--- src/rtl/alu_seq.sv ---
// Registered ALU with valid/ready handshake and an iterative shift-add multiplier.
// Single-cycle ops complete in one clock; MUL retires MUL_BITS multiplier bits per clock.
module alu_seq #(
    parameter int WIDTH    = 32,
    parameter int MUL_BITS = 1,
    parameter int OPW      = 4
) (
    input  logic             clk,
    input  logic             rst,
    input  logic             in_valid,
    output logic             in_ready,
    input  logic [OPW-1:0]   com,
    input  logic [WIDTH-1:0] a,
    input  logic [WIDTH-1:0] b,
    output logic             out_valid,
    input  logic             out_ready,
    output logic [WIDTH-1:0] y,
    output logic             flag_z,
    output logic             flag_n,
    output logic             flag_c,
    output logic             flag_v,
    output logic             err
);

    localparam logic [OPW-1:0] OP_NOP         = OPW'(0);
    localparam logic [OPW-1:0] OP_MOV_REG_REG = OPW'(1);
    localparam logic [OPW-1:0] OP_ADD_REG     = OPW'(2);
    localparam logic [OPW-1:0] OP_SUB_REG     = OPW'(3);
    localparam logic [OPW-1:0] OP_MUL_REG     = OPW'(4);
    localparam logic [OPW-1:0] OP_AND_REG     = OPW'(5);
    localparam logic [OPW-1:0] OP_ORR_REG     = OPW'(6);
    localparam logic [OPW-1:0] OP_XOR_REG     = OPW'(7);

    localparam int ITER = WIDTH / MUL_BITS;
    localparam int CW   = $clog2(ITER + 1);
    localparam logic [CW-1:0] LAST_CNT = CW'(ITER - 1);

    typedef enum logic [0:0] {IDLE = 1'b0, MUL = 1'b1} state_t;

    typedef struct packed {
        logic [WIDTH-1:0] y;
        logic             c;
        logic             v;
        logic             err;
    } res_t;

    function automatic res_t alu_op(input logic [OPW-1:0] op,
                                    input logic [WIDTH-1:0] x,
                                    input logic [WIDTH-1:0] z);
        res_t       r;
        logic [WIDTH:0] wide;
        r    = '0;
        wide = '0;
        case (op)
            OP_NOP:         r.y = x;
            OP_MOV_REG_REG: r.y = z;
            OP_ADD_REG: begin
                wide = {1'b0, x} + {1'b0, z};
                r.y  = wide[WIDTH-1:0];
                r.c  = wide[WIDTH];
                r.v  = (x[WIDTH-1] == z[WIDTH-1]) && (wide[WIDTH-1] != x[WIDTH-1]);
            end
            OP_SUB_REG: begin
                // Extra top bit of the widened difference is the borrow.
                wide = {1'b0, x} - {1'b0, z};
                r.y  = wide[WIDTH-1:0];
                r.c  = wide[WIDTH];
                r.v  = (x[WIDTH-1] != z[WIDTH-1]) && (wide[WIDTH-1] != x[WIDTH-1]);
            end
            OP_AND_REG:     r.y = x & z;
            OP_ORR_REG:     r.y = x | z;
            OP_XOR_REG:     r.y = x ^ z;
            default:        r.err = 1'b1;
        endcase
        return r;
    endfunction

    state_t               state_q, state_d;
    logic [2*WIDTH-1:0]   acc_q, acc_d;
    logic [2*WIDTH-1:0]   mcand_q, mcand_d;
    logic [WIDTH-1:0]     mplier_q, mplier_d;
    logic [CW-1:0]        cnt_q, cnt_d;
    logic                 out_valid_q, out_valid_d;
    logic [WIDTH-1:0]     y_q, y_d;
    logic                 z_q, z_d, n_q, n_d, c_q, c_d, v_q, v_d, err_q, err_d;
    logic [2*WIDTH-1:0]   acc_step_s;
    logic                 accept_s;
    logic                 load_s;
    res_t                 ld_s;

    assign in_ready  = (state_q == IDLE) && (!out_valid_q || out_ready);
    assign accept_s  = in_valid && in_ready;
    assign out_valid = out_valid_q;
    assign y         = y_q;
    assign flag_z    = z_q;
    assign flag_n    = n_q;
    assign flag_c    = c_q;
    assign flag_v    = v_q;
    assign err       = err_q;

    // Partial-product accumulation for one MUL_BITS slice of the multiplier.
    always_comb begin
        acc_step_s = acc_q;
        for (int j = 0; j < MUL_BITS; j++) begin
            if (mplier_q[j]) begin
                acc_step_s = acc_step_s + (mcand_q << j);
            end else begin
                acc_step_s = acc_step_s;
            end
        end
    end

    // Next-state, multiplier datapath and result-load selection.
    always_comb begin
        state_d  = state_q;
        acc_d    = acc_q;
        mcand_d  = mcand_q;
        mplier_d = mplier_q;
        cnt_d    = cnt_q;
        load_s   = 1'b0;
        ld_s     = '0;
        case (state_q)
            IDLE: begin
                if (accept_s && (com == OP_MUL_REG)) begin
                    state_d  = MUL;
                    acc_d    = '0;
                    mcand_d  = {{WIDTH{1'b0}}, a};
                    mplier_d = b;
                    cnt_d    = '0;
                end else if (accept_s) begin
                    load_s = 1'b1;
                    ld_s   = alu_op(com, a, b);
                end else begin
                    state_d = IDLE;
                end
            end
            MUL: begin
                acc_d    = acc_step_s;
                mcand_d  = mcand_q << MUL_BITS;
                mplier_d = mplier_q >> MUL_BITS;
                cnt_d    = cnt_q + CW'(1);
                if (cnt_q == LAST_CNT) begin
                    state_d = IDLE;
                    cnt_d   = '0;
                    load_s  = 1'b1;
                    ld_s.y  = acc_step_s[WIDTH-1:0];
                    ld_s.c  = |acc_step_s[2*WIDTH-1:WIDTH];
                end else begin
                    state_d = MUL;
                end
            end
            default: begin
                state_d = IDLE;
                cnt_d   = '0;
            end
        endcase
    end

    // Output register: loads a fresh result, otherwise holds until taken.
    always_comb begin
        y_d   = y_q;
        z_d   = z_q;
        n_d   = n_q;
        c_d   = c_q;
        v_d   = v_q;
        err_d = err_q;
        if (load_s) begin
            out_valid_d = 1'b1;
            y_d         = ld_s.y;
            z_d         = (ld_s.y == '0);
            n_d         = ld_s.y[WIDTH-1];
            c_d         = ld_s.c;
            v_d         = ld_s.v;
            err_d       = ld_s.err;
        end else if (out_ready) begin
            out_valid_d = 1'b0;
        end else begin
            out_valid_d = out_valid_q;
        end
    end

    // Control and multiplier state registers.
    always_ff @(posedge clk or posedge rst) begin
        if (rst) begin
            state_q  <= IDLE;
            acc_q    <= '0;
            mcand_q  <= '0;
            mplier_q <= '0;
            cnt_q    <= '0;
        end else begin
            state_q  <= state_d;
            acc_q    <= acc_d;
            mcand_q  <= mcand_d;
            mplier_q <= mplier_d;
            cnt_q    <= cnt_d;
        end
    end

    // Result and flag registers.
    always_ff @(posedge clk or posedge rst) begin
        if (rst) begin
            out_valid_q <= 1'b0;
            y_q         <= '0;
            z_q         <= 1'b0;
            n_q         <= 1'b0;
            c_q         <= 1'b0;
            v_q         <= 1'b0;
            err_q       <= 1'b0;
        end else begin
            out_valid_q <= out_valid_d;
            y_q         <= y_d;
            z_q         <= z_d;
            n_q         <= n_d;
            c_q         <= c_d;
            v_q         <= v_d;
            err_q       <= err_d;
        end
    end

endmodule
--- config.mk ---
export PLATFORM = sky130hd
export DESIGN_NAME = alu_seq
export DESIGN_NICKNAME = d
export VERILOG_FILES = /design/src/rtl/alu_seq.sv
export SDC_FILE = /design/constraint.sdc
export NUM_CORES = 1
export LEC_CHECK = 0
export BUFFER_PORTS_ARGS = -buffer_cell sky130_fd_sc_hd__buf_2
export CELL_PAD_IN_SITES_DETAIL_PLACEMENT = 0
export CELL_PAD_IN_SITES_GLOBAL_PLACEMENT = 1
export CORE_MARGIN = 5
export CORE_UTILIZATION = 25
export DETAILED_ROUTE_END_ITERATION = 10
export PLACE_DENSITY_LB_ADDON = 0.1
export RECOVER_POWER = 50
export SLEW_MARGIN = 5
export SYNTH_ARGS = -nofsm -noshare
export SYNTH_HDL_FRONTEND = slang
export SYNTH_SLANG_ARGS = --single-unit
--- constraint.sdc ---
create_clock -name clk -period 8.5 [get_ports clk]
set_input_delay 1.275 -clock clk [delete_from_list [all_inputs] [get_ports clk]]
set_output_delay 1.275 -clock clk [all_outputs]
set_load 0.01 [all_outputs]
After elaboration in Yosys (flattened, before gate mapping)
Cells that the tools add are included.
Widths: inputs -> output; s select.
{ "totals": {"ff_bits": 205, "inputBits": 72} }
{ "classes": {"eq_ne": 13, "bitwise_logic": 4, "n_reduce_logical": 12, "add_sub_neg": 4, "n_mux": 27} }
{ "op_table": {"columns": ["op", "count"], "rows": [
  ["$pmux 64 s2", 2],
  ["$pmux 32 s7", 1],
  ["$mux 64", 3],
  ["$mux 35", 2],
  ["$pmux 33 s2", 1],
  ["$add 64x64->64", 1],
  ["$pmux 32 s2", 1],
  ["$add 32x32->33", 1],
  ["$mux 33", 1],
  ["$sub 32x32->33", 1],
  ["$and 32x32->32", 1],
  ["$logic_not 32->1", 1],
  ["$mux 32", 1],
  ["$or 32x32->32", 1],
  ["$reduce_or 32->1", 1],
  ["$xor 32x32->32", 1],
  ["$eq 4x3->1 const B", 4],
  ["$mux 6", 2],
  ["$pmux 6 s2", 1],
  ["$eq 4x2->1 const B", 2],
  ["$mux 1", 8],
  ["$reduce_or 7->1", 1],
  ["$add 6x1->6 const B", 1],
  ["$eq 6x5->1 const B", 1],
  ["other kinds (13)", 20]
]} }

Longest topological paths before layout
Gate-level depths: netlist of the first run.
{ "logic_depth": {"word_depth": 8, "depth_mapped": 16} }

Worst setup path before layout of the first run
Ideal clock, no wire load.
{ "synth_timing": {"path_type": "input -> register", "from": "input port a[2]", "to": "register c_q, in the netlist flag_c", "arrival_ns": 4.302, "path_stages": 14, "path_buffers": 0, "slack_ns": 4.074, "cell_sequence": "inv_1 -> ha_1 -> nand2b_1 -> a211o_1 -> a211oi_2 -> o21ai_2 -> o211a_1 -> or4_1 -> a21oi_1 -> o21bai_1 -> a21oi_1 -> nand4_1 -> a2111o_1 -> o31a_1"} }
{ "synth_between": {"elab_chain_len": 5} }
{ "synth_lines": {"columns": ["element", "line_no", "text"], "rows": [
  ["start: declaration", "13", "input logic [WIDTH-1:0] a,"],
  ["$sub 32x32->33 or $add 32x32->33 (tied branches)", "65, 58", null],
  ["$pmux 2 s2 *", "54", "case (op)"],
  ["$mux 35 *", "130", "end else if (accept_s) begin"],
  ["$mux 35 *", "124", "if (accept_s && (com == OP_MUL_REG)) begin"],
  ["$pmux 33 s2 *", "122", "case (state_q)"],
  ["end signal: assignment", "206", "c_q <= 1'b0;"],
  ["end signal: assignment", "214", "c_q <= c_d;"],
  ["end: declaration", "85", "logic z_q, z_d, n_q, n_d, c_q, c_d, v_q, v_d, err_q, err_d;"]
]} }
Mark *: on every way between the ends. The rest lies on a longest branch, timed or not.
A chain may end at the register's enable or synchronous reset.

==> run_results.csv, run 1 <==
group,metric,value,unit
run_status,outcome,"complete, but fails checks",
run_status,violations,"capacitance limit, slew limit",
power,ir_worst_vdd,154,uV
sta,worst_slew_pin_slew,5.51,ns
sta,fmax,184,MHz
logic_synthesis,synth.avg_cell_area,7.61,sq um
sta,slew_headroom,-269,%
critical_path,path_class,"input port to async pin",
logic_synthesis,synth-main-ff-cell,"dfrtp_1",
clocking,cts.clk_slew.worst_paths,0.06,ns
critical_path,cp_data_arrival_time,4.50,ns
sta,min_period,5.45,ns
logic_synthesis,synth-async-reset-ratio,100,%
logic_synthesis,synthCells,2538,
power,p_leak,9.55,nW
floorplan,dieArea,82900,sq um
global_route,antenna_found_initial,0,
critical_path,end_kind,"async pin",
clocking,htree_levels,1,
floorplan,die_h,288,um
sta,fin_crit_sh,64.1,%
final_layout,diodes,0,
hold_path,hp-class,"flop to flop",
critical_path,setup.worst_path.start_class,"input port",
placed_design,globalplace.congestion,0.942,
global_route,grt_pass1_wl,129000,um
drt,drc,0,
logic_synthesis,ys_ff_latch,204,
floorplan,start_util,25.1,%
logic_synthesis,yosysSeqAreaShare,26.4,%
sta,finalHoldViolations,0,
logic_synthesis,synth_area,19300,sq um
drt,drt-pass1-iter-count,5,
hold_path,min_to,"mplier_q[10]",
placed_design,io_buffers,110,
placed_design,place_area,20900,sq um
critical_path,reg2reg_slack,3.63,ns
logic_synthesis,synth_top_cell_by_area,"dfrtp_1",
critical_path,critPathMaxFanout,113,
logic_synthesis,ys_warn_count,0,
critical_path,r2r-start,"mcand_q[27]",
drt,drt-initial-drc-count,1445,
drt,via_per_inst,5.36,
critical_path,worstPathRequired,7.56,ns
drt,num_vias,19400,
clocking,cts.sinks,204,
final_layout,fin_nets,2792,
hold_path,worstHoldStart,"mplier_q[10]",
global_route,grt_remaining_overflow,0,
drt,antenna_left,0,
final_layout,drive_gt1_share,8.94,%
global_route,grt_max_degree,114,
final_layout,mostFrequentLayoutCell,"nand2_1",
clocking,postCtsSetupBuffers,0,
critical_path,crit_chain,"buf_2 -> clkinvlp_2",
clocking,cts_resized,0,
sta,rsz0062_at_grt,"no",
logic_synthesis,ys_types,92,
floorplan,coreArea,77100,sq um
clocking,insertion_delay,0.60,ns
power,powerDensity,215,nW/um^2
logic_synthesis,yosysTopAreaCellShare,26.4,%
final_layout,design_area,21900,sq um
clocking,cts_buffers,30,
critical_path,r2r-end,"flag_c",
logic_synthesis,syn-num-nets,2782,
global_route,grt_pass1_vias,19300,
global_route,grt_use_total,20.3,%
final_layout,fillCellCount,8481,
critical_path,path_buf_inv,2,
critical_path,cp_slowest_cell,"clkinvlp_2",
final_layout,area_growth,13.4,%
clocking,root_buffer,"clkbuf_16",
drt,wirelength,86500,um
drt,route.detailed.wl_per_inst,23.9,um
clocking,tritoncts,"done",
logic_synthesis,ys_top_cells_by_area,"dfrtp_1, ha_1, nand2_1",
floorplan,fp-row-count,102,
clocking,clk_path_buf_depth,3,
floorplan,io_pins,111,
job,cap_viol_max_count,1,
floorplan,fp.dieW,288,um
sta,tns,0,ns
final_layout,final_cell_mix,"nand2_1, dfrtp_1, a21oi_1, o21ai_0, nor2_1",
critical_path,critical-path-max-stage-delay,3.00,ns
hold_path,holdPathStages,2,
critical_path,path_delay_family,"buffers and inverters",
sta,final_max_slew_viol_count,114,
logic_synthesis,synth_edf_count,0,
sta,setup_viol,0,
placed_design,dp_hpwl,65400,um
critical_path,worst-r2r-cell-count,12,
clocking,cts_hold_buf,0,
sta,clock_skew,0.0346,ns
==> layer usage <==
layer	part of all wire (%)	GRT usage (%)	routed length [um]	up-vias
met1	48	28.8	41200	9521
met2	45	32.6	38800	482
met4	3.0	5.10	2580	0
li1	-	-	-	9250
met5	0	0	0	-
met3	4.5	2.55	3860	101
==> power by group <==
| part | total (mW) | leakage [nW] | internal, mW | switching, mW |
|---|---|---|---|---|
| Combinational | 1.92 | 6.33 | 0.655 | 1.26 |
| Clock | 1.39 | 0.533 | 0.864 | 0.528 |
| Sequential | 1.41 | 2.68 | 1.18 | 0.221 |
==> final cells by class <==
type	count	area [sq um]	area share [%]
timing repair buffer	142	743	3.39
multi-input combinational	2050	13200	60.3
tap	1040	1300	5.94
clock inverter	12	180	0.823
inverter	120	452	2.06
clock buffer	44	915	4.18
sequential	204	5110	23.3
==> logic make-up after synthesis <==
group	share of synthesized area, %
multiplexers	2.60
buffers and inverters	5.73
AND/OR/NAND/NOR	21.8
flip-flops	26.4
adder cells (fa/ha/maj)	11.3
AO/OA/AOI/OAI	29.1
XOR/XNOR	3.08
==> through the flow <==
step           power (mW)  hold slack, ns  utilization [%]  worst slack, ns  std cells
2_1_floorplan        2.67           0.446                -             1.66       2538
3_3_place_gp         3.35           0.462             27.1             2.68       3556
3_5_place_dp         3.35           0.463             27.1             2.68       3556
4_1_cts              4.79           0.478             28.5             3.32       3612
5_1_grt              5.05           0.496             28.4             1.91       3612
6_report             4.72           0.473             28.4             3.05       3612
==> registers in the layout, indices dropped and copies added, names as in the netlist <==
signal     count
acc_q         64
err            1
flag_v         1
out_valid      1
mcand_q       64
flag_c         1
y             32
flag_z         1
mplier_q      32
state_q        1
cnt_q          6
==> worst max path at each step <==
stage,slack (ns),depth (start not counted),end,startpoint
6_report,3.05,2,state_q,rst
5_1_grt,1.91,2,state_q,rst
4_1_cts,3.32,12,flag_z,com[0]
3_5_place_dp,2.68,12,flag_z,com[0]
3_3_place_gp,2.68,12,flag_z,com[0]
2_1_floorplan,1.66,1,acc_q[0],rst
==> cells in the mapped netlist, drive strengths merged (9+ instances only) <==
| cell type | instances |
|---|---|
| inv | 119 |
| nor2 | 186 |
| o22ai | 21 |
| a22oi | 82 |
| dfrtp | 204 |
| a221oi | 18 |
| o21a | 19 |
| nand2 | 427 |
| buf | 36 |
| a21oi | 193 |
| a31oi | 23 |
| a21o | 23 |
| mux2i | 31 |
| nand2b | 24 |
| o21ai | 190 |
| clkbuf | 128 |
| mux2 | 17 |
| xnor2 | 52 |
| nor4 | 15 |
| and2 | 15 |
| or3 | 16 |
| ha | 169 |
| a2111oi | 10 |
| a31o | 13 |
| nand4 | 41 |
| nand3 | 62 |
| a22o | 14 |
| nor3b | 9 |
| and3 | 13 |
| a221o | 22 |
| nor2b | 29 |
| o2111ai | 11 |
| nor3 | 53 |
| xor2 | 16 |
| o31ai | 26 |
| o21bai | 28 |
| a21boi | 11 |
| o211ai | 29 |
| a211oi | 31 |
Note: power is estimated with default switching activity, not from simulation.
==> run 2: changes to the inputs <==
Clock period 8.5 ns to 5.2 ns, I/O delays scaled along.
==> run 2 against run 1 <==
  * The flow still finishes with violations (capacitance limit, slew limit)
  * Die area is the same
  * Critical path depth is 12 higher
  * Largest power group unchanged
  * Sequential share of layout area down 0.44 points
  * Non-clock buffer count increased by 45
  * Cell area grew 1.9%
==> run_results.csv, run 2 (synthesis gave the netlist of run 1 again) <==
group,metric,value,unit
sta,min_period,4.81,ns
drt,route.detailed.wl_per_inst,24.5,um
critical_path,cp_slowest_cell,"o41ai_2",
global_route,grt_use_total,20.9,%
sta,finalHoldViolations,0,
critical_path,setup.worst_path.start_class,"flop",
global_route,antenna_found_initial,4,
final_layout,multiInputGateArea,13200,sq um
power,powerDensity,352,nW/um^2
final_layout,final_util,29.0,%
clocking,clk_path_buf_depth,3,
floorplan,start_util,25.1,%
clocking,cts_resized,0,
critical_path,reg2reg_slack,0.39,ns
floorplan,fp.dieW,288,um
hold_path,hp-class,"input port to async pin",
sta,final_max_slew_viol_count,204,
final_layout,reg.largest.list,"acc_q x64, mcand_q x64",
clocking,root_buffer,"clkbuf_16",
final_layout,mostFrequentLayoutCell,"nand2_1",
critical_path,cp_data_arrival_time,5.29,ns
critical_path,r2r-start,"mcand_q[0]",
drt,wirelength,89500,um
placed_design,dp_hpwl,69300,um
final_layout,area_growth,15.5,%
run_status,violations,"capacitance limit, slew limit",
clocking,postCtsSetupBuffers,0,
critical_path,crit_chain,"ha_1 -> fa_1 -> a211oi_1 -> o21ai_0 -> a22oi_1 -> a31oi_1 -> o41ai_2 -> o21ai_1 -> a21boi_1 -> xnor2_1 -> mux2i_1 -> nand4_1 -> a2111o_1 -> o31a_1",
sta,slew_headroom,-90.9,%
floorplan,coreArea,77100,sq um
critical_path,path_class,"flop to flop",
drt,drt-initial-drc-count,1503,
run_status,outcome,"complete, but fails checks",
power,p_leak,9.86,nW
clocking,cts_hold_buf,0,
sta,tns,0,ns
sta,clock_skew,0.0150,ns
floorplan,fp-row-count,102,
final_layout,final_cell_mix,"nand2_1, dfrtp_1, a21oi_1, o21ai_0, nor2_1",
sta,worst_slew_pin_slew,2.86,ns
drt,drt-pass1-iter-count,5,
job,cap_viol_max_count,2,
floorplan,io_pins,111,
critical_path,worstPathRequired,5.68,ns
critical_path,end_kind,"flop",
power,power,7.87,mW
sta,fin_crit_sh,92.4,%
clocking,htree_levels,1,
global_route,grt_pass1_wl,133000,um
final_layout,fillCellCount,8514,
floorplan,dieArea,82900,sq um
clocking,cts.clk_slew.worst_paths,0.06,ns
placed_design,place_area,21300,sq um
sta,fmax,208,MHz
clocking,cts_buffers,31,
final_layout,fin_nets,2838,
final_layout,seqCellArea,5110,sq um
critical_path,critical-path-max-stage-delay,0.60,ns
sta,setup_viol,0,
clocking,cts.sinks,204,
drt,antenna_left,0,
drt,num_vias,19600,
final_layout,drive_gt1_share,11.2,%
sta,rsz0062_at_grt,"no",
critical_path,critPathMaxFanout,4,
placed_design,globalplace.congestion,0.922,
placed_design,io_buffers,110,
final_layout,design_area,22300,sq um
clocking,tritoncts,"done",
power,ir_worst_vdd,253,uV
critical_path,r2r-end,"flag_c",
global_route,grt_remaining_overflow,0,
global_route,grt_pass1_vias,19600,
final_layout,diodes,0,
floorplan,die_h,288,um
drt,drc,0,
clocking,insertion_delay,0.60,ns
critical_path,worst-r2r-cell-count,14,
critical_path,startpoint,"mcand_q[0]",
global_route,grt_max_degree,131,
drt,via_per_inst,5.35,
## run 2: worst max path at each step
| stage | endpoint | slack (ns) |
|---|---|---|
| 2_1_floorplan | flag_c | 1.27 |
| 4_1_cts | flag_c | 0.35 |
| 3_3_place_gp | flag_z | 0.04 |
| 6_report | flag_c | 0.39 |
| 3_5_place_dp | flag_z | 0.05 |
| 5_1_grt | flag_c | 0.09 |
## run 2: layer usage
| metal | track usage (%) | wire (um) |
|---|---|---|
| met5 | 0 | 13 |
| met3 | 3.36 | 4030 |
| met4 | 4.81 | 2390 |
| met2 | 34.1 | 40700 |
| met1 | 29.1 | 42400 |
## run 2: layout make-up
class / instances / area share [%]
multi-input combinational: 2050 / 59.1
clock inverter: 11 / 0.847
tap: 1040 / 5.83
inverter: 120 / 2.02
timing repair buffer: 187 / 5.10
clock buffer: 44 / 4.19
sequential: 204 / 22.9
## run 2: power breakdown
part | internal [mW] | switching [mW] | total [mW]
clock network | 1.48 | 0.876 | 2.36
logic | 1.10 | 2.10 | 3.20
registers | 1.94 | 0.373 | 2.31
## run 2: critical path: cells and delay by family, from the launching register on
| kind | cells | cell delay (ns) |
|---|---|---|
| XOR/XNOR | 1 | 0.15 |
| adder cells (fa/ha/maj) | 2 | 0.67 |
| AO/OA/AOI/OAI | 9 | 3.08 |
| AND/OR/NAND/NOR | 1 | 0.13 |
| multiplexers | 1 | 0.26 |
| flip-flops | 1 | 0.41 |
## run 2: through the flow
| step | worst slack (ns) | hold slack, ns | cells |
|---|---|---|---|
| floorplan | 1.27 | 0.446 | 2538 |
| global placement | 0.0359 | 0.461 | 3601 |
| detailed placement | 0.0544 | 0.462 | 3601 |
| CTS | 0.347 | 0.0350 | 3656 |
| global route | 0.0874 | 0.0367 | 3656 |
| finish | 0.394 | 0.0553 | 3656 |
